===== src/rtl/romulus_pdo_serializer_if.sv =====
// Block-in / word-out handshake bundle for the Romulus PDO serializer.
// The slave side is the serializer. The master side is the datapath plus the downstream word sink.
interface romulus_pdo_serializer_if;
  logic [127:0] pdo;
  logic         pdo_valid;
  logic         pdo_last;
  logic [4:0]   pdo_bytes;
  logic         pdo_ready;
  logic [31:0]  do_data;
  logic         do_valid;
  logic         do_last;
  logic         do_ready;

  modport master (
    output pdo, pdo_valid, pdo_last, pdo_bytes, do_ready,
    input  pdo_ready, do_data, do_valid, do_last
  );
  modport slave (
    input  pdo, pdo_valid, pdo_last, pdo_bytes, do_ready,
    output pdo_ready, do_data, do_valid, do_last
  );
endinterface


===== src/rtl/romulus_pdo_serializer.sv =====
// Splits 128-bit PDO blocks into MSB-first 32-bit words, with no bubble between blocks.
// Define ROMULUS_PDO_ZEROPAD_EN to zero the bytes of the final word that lie past the byte count.
module romulus_pdo_serializer (
  input logic                     clk,
  input logic                     rst,
  romulus_pdo_serializer_if.slave bus
);
  localparam int NUM_LANES = 4;

  typedef enum logic {IDLE, SEND} state_t;

  state_t                         state_q, state_n;
  logic [NUM_LANES-1:0][31:0]     blk_q;
  logic                           last_q;
  logic [1:0]                     idx_q;
  logic [2:0]                     wcnt_q;
`ifdef ROMULUS_PDO_ZEROPAD_EN
  logic [4:0]                     bcnt_q;
`endif

  logic [4:0]                     bcnt_eff;
  logic [2:0]                     wcnt_eff;
  logic                           send, fin_word, consume, accept;
  logic [NUM_LANES-1:0][7:0]      word_raw, word_out;

  // Non-final blocks and out-of-range counts always carry a full 16 bytes.
  always_comb begin
    bcnt_eff = bus.pdo_bytes;
    if (!bus.pdo_last || bus.pdo_bytes == 5'd0 || bus.pdo_bytes > 5'd16)
      bcnt_eff = 5'd16;
    wcnt_eff = bcnt_eff[4:2] + {2'b00, |bcnt_eff[1:0]};
  end

  assign send          = (state_q == SEND) && !rst;
  assign fin_word      = ({1'b0, idx_q} == wcnt_q - 3'd1);
  assign consume       = send && bus.do_ready;
  assign bus.pdo_ready = !rst && ((state_q == IDLE) || (consume && fin_word));
  assign accept        = bus.pdo_valid && bus.pdo_ready;

  always_comb begin
    state_n      = state_q;
    bus.do_valid = send;
    bus.do_last  = send && last_q && fin_word;
    case (state_q)
      IDLE:    if (accept) state_n = SEND;
      SEND:    if (consume && fin_word && !accept) state_n = IDLE;
      default: state_n = IDLE;
    endcase
  end

  always_ff @(posedge clk) begin
    if (rst) begin
      state_q <= IDLE;
      blk_q   <= '0;
      last_q  <= 1'b0;
      idx_q   <= 2'd0;
      wcnt_q  <= 3'd0;
`ifdef ROMULUS_PDO_ZEROPAD_EN
      bcnt_q  <= 5'd0;
`endif
    end else begin
      state_q <= state_n;
      if (accept) begin
        blk_q   <= bus.pdo;
        last_q  <= bus.pdo_last;
        idx_q   <= 2'd0;
        wcnt_q  <= wcnt_eff;
`ifdef ROMULUS_PDO_ZEROPAD_EN
        bcnt_q  <= bcnt_eff;
`endif
      end else if (consume) begin
        idx_q   <= idx_q + 2'd1;
      end
    end
  end

  // Word k sits in packed slot 3-k, so index 0 is bits [127:96].
  assign word_raw = blk_q[2'd3 - idx_q];

  for (genvar l = 0; l < NUM_LANES; l++) begin : g_lane
`ifdef ROMULUS_PDO_ZEROPAD_EN
    localparam logic [1:0] OFS = 2'(NUM_LANES - 1 - l);
    logic [4:0] pos;
    assign pos         = {1'b0, idx_q, OFS};
    assign word_out[l] = (pos < bcnt_q) ? word_raw[l] : 8'h00;
`else
    assign word_out[l] = word_raw[l];
`endif
  end

  assign bus.do_data = send ? word_out : 32'h0;
endmodule


===== src/flat_wrapper.sv =====
// flat-port wrapper written by rule: the top's interface ports become plain ports
module romulus_pdo_serializer_flat 
  (clk, rst, bus_pdo, bus_pdo_valid, bus_pdo_last, bus_pdo_bytes, bus_do_ready, bus_pdo_ready, bus_do_data, bus_do_valid, bus_do_last);
  romulus_pdo_serializer_if bus_i ();
  input logic clk;
  input logic rst;
  input wire logic [$bits(bus_i.pdo)-1:0] bus_pdo;
  input wire logic [$bits(bus_i.pdo_valid)-1:0] bus_pdo_valid;
  input wire logic [$bits(bus_i.pdo_last)-1:0] bus_pdo_last;
  input wire logic [$bits(bus_i.pdo_bytes)-1:0] bus_pdo_bytes;
  input wire logic [$bits(bus_i.do_ready)-1:0] bus_do_ready;
  output wire logic [$bits(bus_i.pdo_ready)-1:0] bus_pdo_ready;
  output wire logic [$bits(bus_i.do_data)-1:0] bus_do_data;
  output wire logic [$bits(bus_i.do_valid)-1:0] bus_do_valid;
  output wire logic [$bits(bus_i.do_last)-1:0] bus_do_last;
  assign bus_i.pdo = bus_pdo;
  assign bus_i.pdo_valid = bus_pdo_valid;
  assign bus_i.pdo_last = bus_pdo_last;
  assign bus_i.pdo_bytes = bus_pdo_bytes;
  assign bus_i.do_ready = bus_do_ready;
  assign bus_pdo_ready = bus_i.pdo_ready;
  assign bus_do_data = bus_i.do_data;
  assign bus_do_valid = bus_i.do_valid;
  assign bus_do_last = bus_i.do_last;
  romulus_pdo_serializer u_core (.clk(clk), .rst(rst), .bus(bus_i));
endmodule

===== config.mk =====
export PLATFORM = sky130hd
export DESIGN_NAME = romulus_pdo_serializer_flat
export DESIGN_NICKNAME = d
export VERILOG_FILES = /design/src/rtl/romulus_pdo_serializer_if.sv /design/src/rtl/romulus_pdo_serializer.sv /design/src/flat_wrapper.sv
export SDC_FILE = /design/constraint.sdc
export NUM_CORES = 1
export LEC_CHECK = 0
export CORE_UTILIZATION = 31
export CTS_BUF_LIST = sky130_fd_sc_hd__clkbuf_8
export DETAILED_ROUTE_END_ITERATION = 8
export GPL_TIMING_DRIVEN = 0
export PLACE_DENSITY = 0.62
export SETUP_SLACK_MARGIN = 0.02
export SYNTH_ARGS = -nofsm -noshare
export SYNTH_HDL_FRONTEND = slang
export SYNTH_SLANG_ARGS = --single-unit
export TNS_END_PERCENT = 1

===== constraint.sdc =====
create_clock -name clk -period 4.1 [get_ports clk]
set_input_delay 0.82 -clock clk [delete_from_list [all_inputs] [get_ports clk]]
set_output_delay 0.82 -clock clk [all_outputs]
set_load 0.02 [all_outputs]

==> reports/metrics.yaml <==
hold_path.class: "reg2reg"
first_global_vias: 5214
cts.sink_count: 135
dpl_cell_area_sq_um: 8710
worstSetupPathType: "reg2out"
syn_to_final_growth_pct: 37.1
synth_edf_count: 0
finalHoldViolations: 0
cp.required_ps: 3280
path_cells: "buf_4 > buf_1 > mux4_2 > and2_1 > clkdlybuf4s50_1"
synth.most_common_cell: "dfxtp_1"
vias_per_cell: 4.58
skew_ps: 11.7
crit_path_end_kind: "primary output"
hpwl_mm: 13.3
status: "completed"
clockBufferDepth: 2
cts_tree: "built"
grt_setup_unrepaired: "false"
initial_core_util_pct: 31.6
fin_util_pct: 43.4
avgSynthCellArea_sq_um: 12.4
dr.pass1.iters: 5
finalWirelength_mm: 18.1
slew_viol_final: 0
antenna_found_initial: 0
relSlewSlack_pct: 31.9
finalCriticalPeriod_ps: 3870
grt_overflow: 0
setup_ws_ps: 232
num_vias: 4638
place_ws_ps: -333
fp.dieH_microns: 148
arrival_ps: 3050
insertion_delay_ps: 470
grt_max_degree: 17
synth_top_area_share_pct: 40.7
finalSetupTns_ps: 0
antenna_left: 0
yosysTopAreaCell: "dfxtp_1"
wl_per_cell_microns: 17.8
p_per_area_nw_per_um2: 341
crit_path_max_fanout: 10
numCtsBuffers: 17
gp_congestion: 0.817
final_cell_area_sq_um: 9110
ys_ff_latch: 135
grt_usage_pct: 17.1
synthTopCellsByArea: "dfxtp_1 (41%), mux2_4 (15%), nor2b_1 (12%), mux4_2 (11%), mux2_2 (11%)"
synth_commonest_cells: "dfxtp_1 (135), nor2b_1 (131), mux2_4 (68), mux2_2 (63), and2_1 (34)"
startpoint_type: "flop"
hold_ws_ps: 497
htree_levels: 4
first_iter_violations: 93
final.fill_count: 1942
die-area_sq_um: 22000
core_area_sq_um: 21000
regArea_sq_um: 2700
p_leak_nw: 3.72
ys_warn_count: 0
maxCapViolations: 0
cts.clk_slew.worst_paths_ps: 80
antenna_cells: 0
nets: 867
clock.fmax_mhz: 259
die_w_microns: 148
yosys.cell_types.count: 29
slowest_stage: "buf_1"
postCtsSetupBuffers: 0
syn_area_sq_um: 6650
worst_slew_pin_slew_ps: 1020
syn_inst: 535
drcViolationCount: 0
vdd_drop_max_mv: 0.171
grt_pass1_wl_mm: 27.9
ios: 173
crit_path_max_incr_delay_ps: 780
clock-root-buffer: "clkbuf_8"
port_buffers: 172
synth_nets: 676
ys_async_sr_fraction_pct: 0
rows: 53
synthFlopType: "dfxtp_1"
setup_viol: 0
fin_crit_sh_pct: 94.3
multi_input_area_sq_um: 3710
layout-drive-gt1-share_pct: 29.0
yosysSeqAreaShare_pct: 40.7
## kinds of logic (layout without fill, tap and decap cells)
| group | count (synthesis) | after routing | share of synthesized area (%) |
|---|---|---|---|
| simple gates | 179 | 179 | 16.8 |
| mux | 164 | 164 | 37.0 |
| flops | 135 | 135 | 40.7 |
| buf+inv | 43 | 246 | 3.67 |
| compound gates | 6 | 6 | 0.640 |
| xor+xnor | 5 | 5 | 0.659 |
| fa+ha+maj | 3 | 3 | 0.565 |
## repair_timing
action,4_1_cts,5_1_grt
setup endpoints to repair,29,18
hold buffers,0,0
gates resized for setup,4,1
pin swaps,0,0
## layout by cell type, fill, tap and decap left out, drive strengths merged
cell           instances
nand2b                 3
o21a                   1
buf                   19
ha                     3
clkinv                 1
and3b                  1
nor2b                131
and3                   1
dfxtp                135
a21oi                  2
o41ai                  1
a21o                   1
clkdlybuf4s50        172
inv                    5
mux4                  32
nor3                   1
nor2                   2
xnor2                  4
clkbuf                41
nand3                  2
nand2                  3
mux2                 131
clkinvlp               6
and2                  34
or4b                   1
bufinv                 2
mux2i                  1
xor2                   1
a211o                  1
## registers in the layout, indices dropped and copies added, names as in the netlist
| signal | count |
|---|---|
| u_core.last_q | 1 |
| u_core.blk_q | 128 |
| u_core.wcnt_q | 3 |
| u_core.idx_q | 2 |
| u_core.state_q | 1 |
## worst max-delay path, delay by kind of cell, from the launching register on
| family | cells | cell delay [ps] |
|---|---|---|
| buffers and inverters | 3 | 1500 |
| multiplexers | 1 | 600 |
| AND/OR/NAND/NOR | 1 | 180 |
| flip-flops | 1 | 310 |
## where the power goes
part	leakage, nW	switching, mW	total [mW]	internal [mW]
clock network	0.185	0.540	1.11	0.566
logic	2.42	0.193	0.546	0.354
registers	1.11	0.0464	1.46	1.41
total	3.72	0.779	3.11	2.33
## metal layers
layer,wire length (microns),GRT usage (%)
met1,7990,21.0
met2,8770,28.4
met3,882,3.96
met4,426,7.89
met5,0,0
## per-stage QoR
stage / instances / power [mW]
2_1_floorplan: 535 / 1.79
5_1_grt: 1013 / 3.24
4_1_cts: 1013 / 3.15
3_3_place_gp: 982 / 2.02
3_5_place_dp: 982 / 2.03
6_report: 1013 / 3.11
## worst paths after layout
check / slack (ps) / from / end / cells after the start
min reg2reg: 500 / u_core.wcnt_q[2]$_SDFFE_PP0P_ / u_core.wcnt_q[2]$_SDFFE_PP0P_ / 2
min: 500 / u_core.wcnt_q[2]$_SDFFE_PP0P_ / u_core.wcnt_q[2]$_SDFFE_PP0P_ / 2
max: 230 / u_core.idx_q[1]$_SDFFE_PP0P_ / bus_do_data[8] / 5
max reg2reg: 1580 / u_core.wcnt_q[0]$_SDFFE_PP0P_ / u_core.blk_q[45]$_SDFFE_PP0P_ / 9
## area by class of cell
type | count | share of cell area, %
well taps | 275 | 3.78
clock inverters | 12 | 1.43
clock buffers | 19 | 2.87
flip-flops and latches | 135 | 29.7
plain buffers | 41 | 2.64
repair buffers | 172 | 18.9
inverters | 2 | 0.0824
multi-input cells | 357 | 40.7
Power figures use the tool's default switching activity.
